### config.mk
export PLATFORM = sky130hd
export DESIGN_NAME = code_decoder
export DESIGN_NICKNAME = d
export VERILOG_FILES = /design/src/rtl/code_decoder.sv
export SDC_FILE = /design/constraint.sdc
export NUM_CORES = 1
export LEC_CHECK = 0
export ABC_AREA = 1
export CAP_MARGIN = 20
export CELL_PAD_IN_SITES_DETAIL_PLACEMENT = 0
export CELL_PAD_IN_SITES_GLOBAL_PLACEMENT = 1
export CORE_MARGIN = 2
export CORE_UTILIZATION = 40
export DETAILED_ROUTE_END_ITERATION = 16
export GPL_TIMING_DRIVEN = 0
export PLACE_DENSITY = 0.95
export SLEW_MARGIN = 0
export SYNTH_ARGS = -nofsm -noshare
export SYNTH_HDL_FRONTEND = slang
export SYNTH_SLANG_ARGS = --single-unit
### constraint.sdc
create_clock -name clk -period 6.08 [get_ports clk]
set_input_delay 1.216 -clock clk [delete_from_list [all_inputs] [get_ports clk]]
set_output_delay 1.216 -clock clk [all_outputs]
set_load 0.02 [all_outputs]
### src/rtl/code_decoder.sv
// Decodes encoder codewords to {symbol, value}; 2-cycle latency code_in -> out_valid, FWFT FIFO of DEPTH entries.
// Backpressure via out_valid/out_ready; hits arriving at a full FIFO with no pop are dropped and flag overflow.
module code_decoder #(
    parameter int WIDTH = 32,
    parameter int DEPTH = 4,
    parameter int CNT_W = 16
) (
    input  logic             clk,
    input  logic             rst,
    input  logic             en,
    input  logic [WIDTH-1:0] code_in,
    output logic             out_valid,
    input  logic             out_ready,
    output logic [WIDTH-1:0] out_data,
    output logic [2:0]       out_sym,
    output logic             fifo_full,
    output logic [CNT_W-1:0] hit_cnt,
    output logic [CNT_W-1:0] null_cnt,
    output logic [CNT_W-1:0] err_cnt,
    output logic             err_flag,
    output logic             overflow
);

    localparam int AW = $clog2(DEPTH);
    localparam logic [AW:0] FULL_OCC = (AW + 1)'(DEPTH);

    typedef struct packed {
        logic [2:0]       sym;
        logic [WIDTH-1:0] data;
    } entry_t;

    logic [WIDTH-1:0] code_q, code_d;
    logic             cap_v_q, cap_v_d;
    logic [AW-1:0]    wr_ptr_q, wr_ptr_d, rd_ptr_q, rd_ptr_d;
    logic [AW:0]      occ_q, occ_d;
    entry_t           mem_q [DEPTH];
    entry_t           mem_d [DEPTH];
    logic [CNT_W-1:0] hit_cnt_q, hit_cnt_d, null_cnt_q, null_cnt_d, err_cnt_q, err_cnt_d;
    logic             err_flag_q, err_flag_d, overflow_q, overflow_d;

    logic             is_hit, is_null, is_err;
    logic [2:0]       dec_sym;
    logic [WIDTH-1:0] dec_data;
    logic             full, pop, push_ok;

    always_comb begin
        is_hit   = 1'b0;
        is_null  = 1'b0;
        is_err   = 1'b0;
        dec_sym  = 3'd0;
        dec_data = '0;
        if (cap_v_q) begin
            case (code_q)
                WIDTH'(32'h0000058F): begin is_hit = 1'b1; dec_sym = 3'd0; dec_data = WIDTH'(0);     end
                WIDTH'(32'hFFFFFA70): begin is_hit = 1'b1; dec_sym = 3'd1; dec_data = WIDTH'(123);   end
                WIDTH'(32'hFF807017): begin is_hit = 1'b1; dec_sym = 3'd2; dec_data = WIDTH'(1023);  end
                WIDTH'(32'h007B8FF7): begin is_hit = 1'b1; dec_sym = 3'd3; dec_data = WIDTH'(10023); end
                WIDTH'(32'hFFFFF05F): begin is_hit = 1'b1; dec_sym = 3'd4; dec_data = WIDTH'(7000);  end
                WIDTH'(32'h00000000): is_null = 1'b1;
                default:              is_err  = 1'b1;
            endcase
        end
    end

    assign full      = (occ_q == FULL_OCC);
    assign out_valid = (occ_q != '0);
    assign pop       = out_valid && out_ready;
    // A push into a full FIFO is only safe when the head leaves in the same cycle.
    assign push_ok   = is_hit && (!full || pop);

    always_comb begin
        code_d     = en ? code_in : code_q;
        cap_v_d    = en;
        mem_d      = mem_q;
        wr_ptr_d   = wr_ptr_q;
        rd_ptr_d   = rd_ptr_q;
        occ_d      = occ_q + (AW + 1)'(push_ok) - (AW + 1)'(pop);
        hit_cnt_d  = hit_cnt_q;
        null_cnt_d = null_cnt_q;
        err_cnt_d  = err_cnt_q;
        err_flag_d = err_flag_q || is_err;
        overflow_d = overflow_q || (is_hit && !push_ok);
        if (push_ok) begin
            mem_d[wr_ptr_q] = '{sym: dec_sym, data: dec_data};
            wr_ptr_d        = wr_ptr_q + AW'(1);
        end
        if (pop) begin
            rd_ptr_d = rd_ptr_q + AW'(1);
        end
        if (is_hit && hit_cnt_q != '1) begin
            hit_cnt_d = hit_cnt_q + CNT_W'(1);
        end
        if (is_null && null_cnt_q != '1) begin
            null_cnt_d = null_cnt_q + CNT_W'(1);
        end
        if (is_err && err_cnt_q != '1) begin
            err_cnt_d = err_cnt_q + CNT_W'(1);
        end
    end

    always_ff @(posedge clk) begin
        if (rst) begin
            code_q     <= '0;
            cap_v_q    <= 1'b0;
            wr_ptr_q   <= '0;
            rd_ptr_q   <= '0;
            occ_q      <= '0;
            hit_cnt_q  <= '0;
            null_cnt_q <= '0;
            err_cnt_q  <= '0;
            err_flag_q <= 1'b0;
            overflow_q <= 1'b0;
        end else begin
            code_q     <= code_d;
            cap_v_q    <= cap_v_d;
            wr_ptr_q   <= wr_ptr_d;
            rd_ptr_q   <= rd_ptr_d;
            occ_q      <= occ_d;
            hit_cnt_q  <= hit_cnt_d;
            null_cnt_q <= null_cnt_d;
            err_cnt_q  <= err_cnt_d;
            err_flag_q <= err_flag_d;
            overflow_q <= overflow_d;
        end
    end

    // Storage needs no reset: contents are only visible through the occupancy-gated head.
    always_ff @(posedge clk) begin
        mem_q <= mem_d;
    end

    assign out_data  = out_valid ? mem_q[rd_ptr_q].data : '0;
    assign out_sym   = out_valid ? mem_q[rd_ptr_q].sym  : 3'd0;
    assign fifo_full = full;
    assign hit_cnt   = hit_cnt_q;
    assign null_cnt  = null_cnt_q;
    assign err_cnt   = err_cnt_q;
    assign err_flag  = err_flag_q;
    assign overflow  = overflow_q;

endmodule

==> out/qor.csv, run 1 <==
metric,value,unit
fin nets,1093,
DRT Wirelength,15700,microns
Post-Synthesis Cell Area,0.006452,sq mm
number of synthesized flops with an enable pin,32,
vias per cell,4.694,
post-route clock skew,6.959,ps
"Distinct cells, synth",38,
vias in the first global route,5483,
critical path's slowest cell,clkdlybuf4s50_1,
"Design Area, Final",0.008403,sq mm
"Async S/R FF share, synth",0,%
"CP delay by family, top",buffers and inverters,
count of input and output buffers,104,
post-CTS sizing,0,
Yosys top cell by area,dfxtp_1,
WP data required,4860,ps
slew margin rel.,46.76,%
# rows,46,
DR WL/cell,12.31,microns
crit end category,output port,
core area,0.01583,sq mm
outcome,"finished, final reports clean",
Inst Count DP,1244,
slew at the pin closest to its max-slew limit,795.7,ps
pre-CTS setup slack,2477,ps
vias,5989,
yosys warns,0,
"Top FF cell, synth",dfxtp_1,
Layout Utilization,53.09,%
Max Transition Viols Final,0,
Worst Hold Class,reg -> reg,
synth cell count leaders,"nand2_1 (176), nor2_1 (171), inv_1 (104)",
Final setup viols,0,
Initial Util,40.77,%
critical path class,reg -> out,
pin count of the biggest net entering global routing,17,
dpl hpwl,11750,microns
Clock Latency Late Sink,420,ps
final worst-path cycle share,66.07,%
Die Span X,131.0,microns
clock sinks,122,
critical path launch point type,flip-flop,
Gate Count Post-Synth,907,
VDD IR max,0.2414,mV
post-route ant nets,0,
layout cells sized above 1,9.057,%
CP arrival,2800,ps
cts bufs inserted,17,
global-route wire length before repair,25840,microns
global route total overflow,0,
Final WS setup,2063,ps
# Max-Cap Violations,0,
largest family of logic cells by synthesized area,simple AND/OR/NAND/NOR gates,
maximum clock path buffer count,2,
CP Cell Sequence,clkbuf_1 -> clkbuf_1 -> nor2_1 -> nor2_1 -> o21ai_0 -> a21oi_1 -> buf_4 -> clkdlybuf4s50_1,
Pre-antenna DRT Iters,6,
post-cts hold buffer count,0,
multiplexer share of the synthesized area,0,%
die height,131.0,microns
Detailed Route Iter0 Violations,309,
final hold viol count,0,
Post-CTS Setup Bufs,0,
max incr delay on CP,600,ps
synth-to-layout area growth,30.23,%
Placed Area,0.007828,sq mm
total power,2.569,mW
final worst path period need,4017,ps
most frequent cell after synthesis,nand2_1,
syn_area_per_cell,7.114,sq um
compound-cell area share of the yosys netlist,9.773,%
drt drc,0,
xor and xnor area share after synthesis,1.086,%
Post-Synth Simple-Gate Area,32.38,%
Buf/Inv on CP,4,
clock root cell,clkbuf_16,
Synth Area in Adders,2.055,%
die area,0.01716,sq mm
RSZ-0062 raised after global routing,false,
CP max FO,10,
final hold slack,465.8,ps
sequential fraction of the synthesis area,42.82,%
gpl congestion,0.9024,
initial antenna violation count,0,
I/O pin total,123,
Tot GR Track Use,19.38,%
Leak Pwr,3.335,nW
Clock transition at path regs,50,ps
setup_tns,0,ps
post-route insts no fill,1276,
area share of the largest cell type after synthesis,27.92,%
PwrDens,305.7,mW/mm^2
#FFs+latches synth,122,
diode count,0,
fmax,248.9,MHz
CTS tree,done,
H-Tree Depth,4,
Area contributors post-synth,"dfxtp_1 (28%), edfxtp_1 (15%), nand2_1 (10%)",
state kept, by name, indices dropped and copies added, names as in the netlist:
name,cells
err_cnt,16
err_flag,1
occ_q,3
hit_cnt,16
mem_q,32
wr_ptr_q,2
cap_v_q,1
code_q,32
rd_ptr_q,2
null_cnt,16
overflow,1
power breakdown:
part	switching, mW	internal [mW]
Sequential	0.0257	0.860
Combinational	0.373	0.334
Clock	0.347	0.630
Total	0.745	1.82
cells in the final DEF (no fill, tap or decap), drive strengths merged, types with 9 or more instances in the layout:
master	n
clkbuf	40
inv	109
edfxtp	32
dfxtp	90
clkinv	9
nand4	21
o21ai	60
buf	37
conb	18
a21oi	64
nand3	58
nor2	182
clkdlybuf4s50	104
nor3	20
nand2	182
ha	9
routing by layer:
metal | share of wire (%) | up-vias | global-route usage, %
li1 | - | 3151 | -
met1 | 46 | 2658 | 24.58
met2 | 47 | 157 | 32.28
met3 | 5.6 | 23 | 4.723
met4 | 1.7 | 0 | 6.821
met5 | 0 | - | 0
worst min-delay path, stage by stage, from the launching register on:
cell and delay, ps:
dfxtp_1 300, inv_1 70, a21oi_2 50
area by class of cell:
cell class	count	area (sq um)
Fill cell	1514	7425
Multi-Input combinational cell	636	2990
Sequential cell	122	2763
Timing Repair Buffer	104	1041
Clock buffer	23	478.0
Inverter	112	421.7
Buffer	54	341.6
Tap cell	216	270.3
Clock inverter	9	97.59
kinds of logic after synthesis:
logic type,Yosys count
compound gates,125
xor+xnor,8
fa+ha+maj,10
buf+inv,166
flops,122
other cells,1
simple gates,475
final timing paths:
kind | startpoint | end | slack (ps) | cells after the start
min reg2reg | overflow$_SDFF_PP0_ | overflow$_SDFF_PP0_ | 470 | 2
max | rd_ptr_q[0]$_SDFFE_PP0P_ | out_data[12] | 2060 | 8
min | overflow$_SDFF_PP0_ | overflow$_SDFF_PP0_ | 470 | 2
max reg2reg | code_q[0]$_SDFFE_PP0P_ | occ_q[2]$_SDFF_PP0_ | 3200 | 15
Power figures use the tool's default switching activity.
==> run 2, diff against run 1 <==
Settings changed: CORE_UTILIZATION 40 to 34, PLACE_DENSITY 0.95 to 0.88.
Clock period 6.08 ns to 3.69 ns, I/O delays scaled along.
==> run 2 against run 1 <==
Global-route usage down 2.9 points. Routed wire length up 1.9%. Clock power up 68%. Die area up 17%. Non-clock buffer count unchanged. Critical path type unchanged. Largest power group unchanged. Highest routed layer unchanged.
==> out/qor.csv, run 2 (synthesis results as in run 1) <==
metric,value,unit,change
post-route clock skew,12.70,ps,+5.744 ps
Fill cells,1901,,+26%
initial antenna violation count,0,,unchanged
DR WL/cell,12.36,microns,+0.46%
post-route ant nets,0,,unchanged
WP data required,2950,ps,-1910 ps
global-route wire length before repair,26640,microns,+3.1%
Clock Latency Late Sink,420,ps,about the same
vias in the first global route,5524,,+0.75%
gpl congestion,0.8734,,-3.2%
clock sinks,122,,unchanged
slew at the pin closest to its max-slew limit,791.4,ps,-4.289 ps
# Max-Cap Violations,0,,unchanged
slew margin rel.,47.05,%,+0.29 points
# rows,50,,+8.7%
drt drc,0,,unchanged
diode count,0,,unchanged
die height,141.8,microns,+8.2%
Initial Util,34.61,%,-6.2 points
count of input and output buffers,104,,unchanged
total power,4.270,mW,+66%
PwrDens,506.2,mW/mm^2,+66%
setup_tns,0,ps,unchanged
vias per cell,4.587,,-2.3%
fmax,297.5,MHz,
final worst-path cycle share,91.10,%,
vias,5936,,-0.88%
CP max FO,10,,unchanged
RSZ-0062 raised after global routing,false,,
H-Tree Depth,4,,unchanged
post-cts hold buffer count,0,,unchanged
clock root cell,clkbuf_16,,
dpl hpwl,12120,microns,+3.2%
"commonest non-fill, non-tap cell in the layout",nand2_1,,
Placed Area,0.007850,sq mm,+0.29%
core area,0.01864,sq mm,+18%
Max Transition Viols Final,0,,unchanged
die area,0.02010,sq mm,+17%
Post-CTS Setup Bufs,0,,unchanged
"commonest non-fill, non-tap cells in the layout","nand2_1 (176), nor2_1 (171), inv_1 (104), clkdlybuf4s50_1 (104), dfxtp_1 (90)",,
final worst path period need,3362,ps,
synth-to-layout area growth,30.73,%,
cts bufs inserted,17,,unchanged
I/O pin total,123,,unchanged
Pre-antenna DRT Iters,5,,-1
VDD IR max,0.3364,mV,+39%
Leak Pwr,3.337,nW,about the same
critical path launch point type,flip-flop,,
global route total overflow,0,,unchanged
crit end category,output port,,
post-CTS sizing,0,,unchanged
Layout Utilization,45.25,%,-7.8 points
Final WS setup,328.5,ps,-1734 ps
largest registers,"code_q: 32 flops, mem_q: 32 flops",,
pin count of the biggest net entering global routing,17,,unchanged
CP arrival,2620,ps,-180 ps
Detailed Route Iter0 Violations,318,,+2.9%
CTS tree,done,,
Tot GR Track Use,16.52,%,-2.9 points
Clock transition at path regs,50,ps,about the same
"Design Area, Final",0.008436,sq mm,+0.39%
final hold slack,470.0,ps,+4.234 ps
critical path class,reg -> out,,
DRT Wirelength,16000,microns,+1.9%
outcome,"finished, final reports clean",,
final hold viol count,0,,unchanged
Die Span X,141.8,microns,+8.2%
Inst Count DP,1262,,+1.4%
Final setup viols,0,,unchanged
maximum clock path buffer count,2,,unchanged
Worst Hold Class,reg -> reg,,
post-route insts no fill,1294,,+1.4%
pre-CTS setup slack,596.5,ps,-1880 ps
fin nets,1093,,unchanged
layout cells sized above 1,9.245,%,+0.19 points
[run 2: layout make-up]
cell class / instances / area, sq um / area share (%)
multi-input combinational: 636 / 2990 / 35.45
buffer: 54 / 342.8 / 4.064
clock inverter: 14 / 155.1 / 1.839
sequential: 122 / 2763 / 32.75
clock buffer: 18 / 429.2 / 5.088
timing repair buffer: 104 / 1041 / 12.34
inverter: 112 / 421.7 / 4.999
tap: 234 / 292.8 / 3.471
[run 2: worst max-delay path: stages, from the launching register on]
cell and delay [ps]:
dfxtp_1 320, clkbuf_2 240, clkbuf_1 360, nor2_1 90
nor2_1 90, o21ai_0 140, a21oi_1 250, buf_4 150
clkdlybuf4s50_1 580
[run 2: power breakdown]
group,total (mW),internal [mW],switching [mW]
clock,1.64,1.05,0.595
combinational,1.17,0.551,0.617
sequential,1.46,1.42,0.0415
[run 2: worst paths after layout]
path | slack, ps | cells past startpoint | startpoint | to
max | 330 | 8 | rd_ptr_q[0]$_SDFFE_PP0P_ | out_data[4]
min | 470 | 2 | code_q[24]$_SDFFE_PP0P_ | code_q[24]$_SDFFE_PP0P_
min reg2reg | 470 | 2 | code_q[24]$_SDFFE_PP0P_ | code_q[24]$_SDFFE_PP0P_
max reg2reg | 820 | 16 | code_q[17]$_SDFFE_PP0P_ | occ_q[2]$_SDFF_PP0_
[run 2: layer usage]
layer	wire length (microns)	share of wire [%]	vias to the layer above	GRT usage (%)
met5	0	0	-	0
met4	174	1.1	0	4.474
met3	643	4.0	14	4.050
met2	7615	48	122	28.00
met1	7564	47	2656	21.05
li1	-	-	3144	-
==> run 3, diff against run 2 <==
Settings changed: CORE_UTILIZATION 34 to 40, PLACE_DENSITY 0.88 to 0.95.
Clock period 3.69 ns to 4.3 ns, I/O delays scaled along.
==> results of run 3 <==
The final DEF is identical to that of run 1. Status: finished, final reports clean.
Among the figures that moved: setup slack after placement 2477 ps -> 1053 ps; setup slack after layout 2063 ps -> 638.7 ps; register-to-register setup slack 3200 ps -> 1420 ps; total power 2.569 mW -> 3.632 mW; worst IR drop on VDD 0.2414 mV -> 0.3413 mV
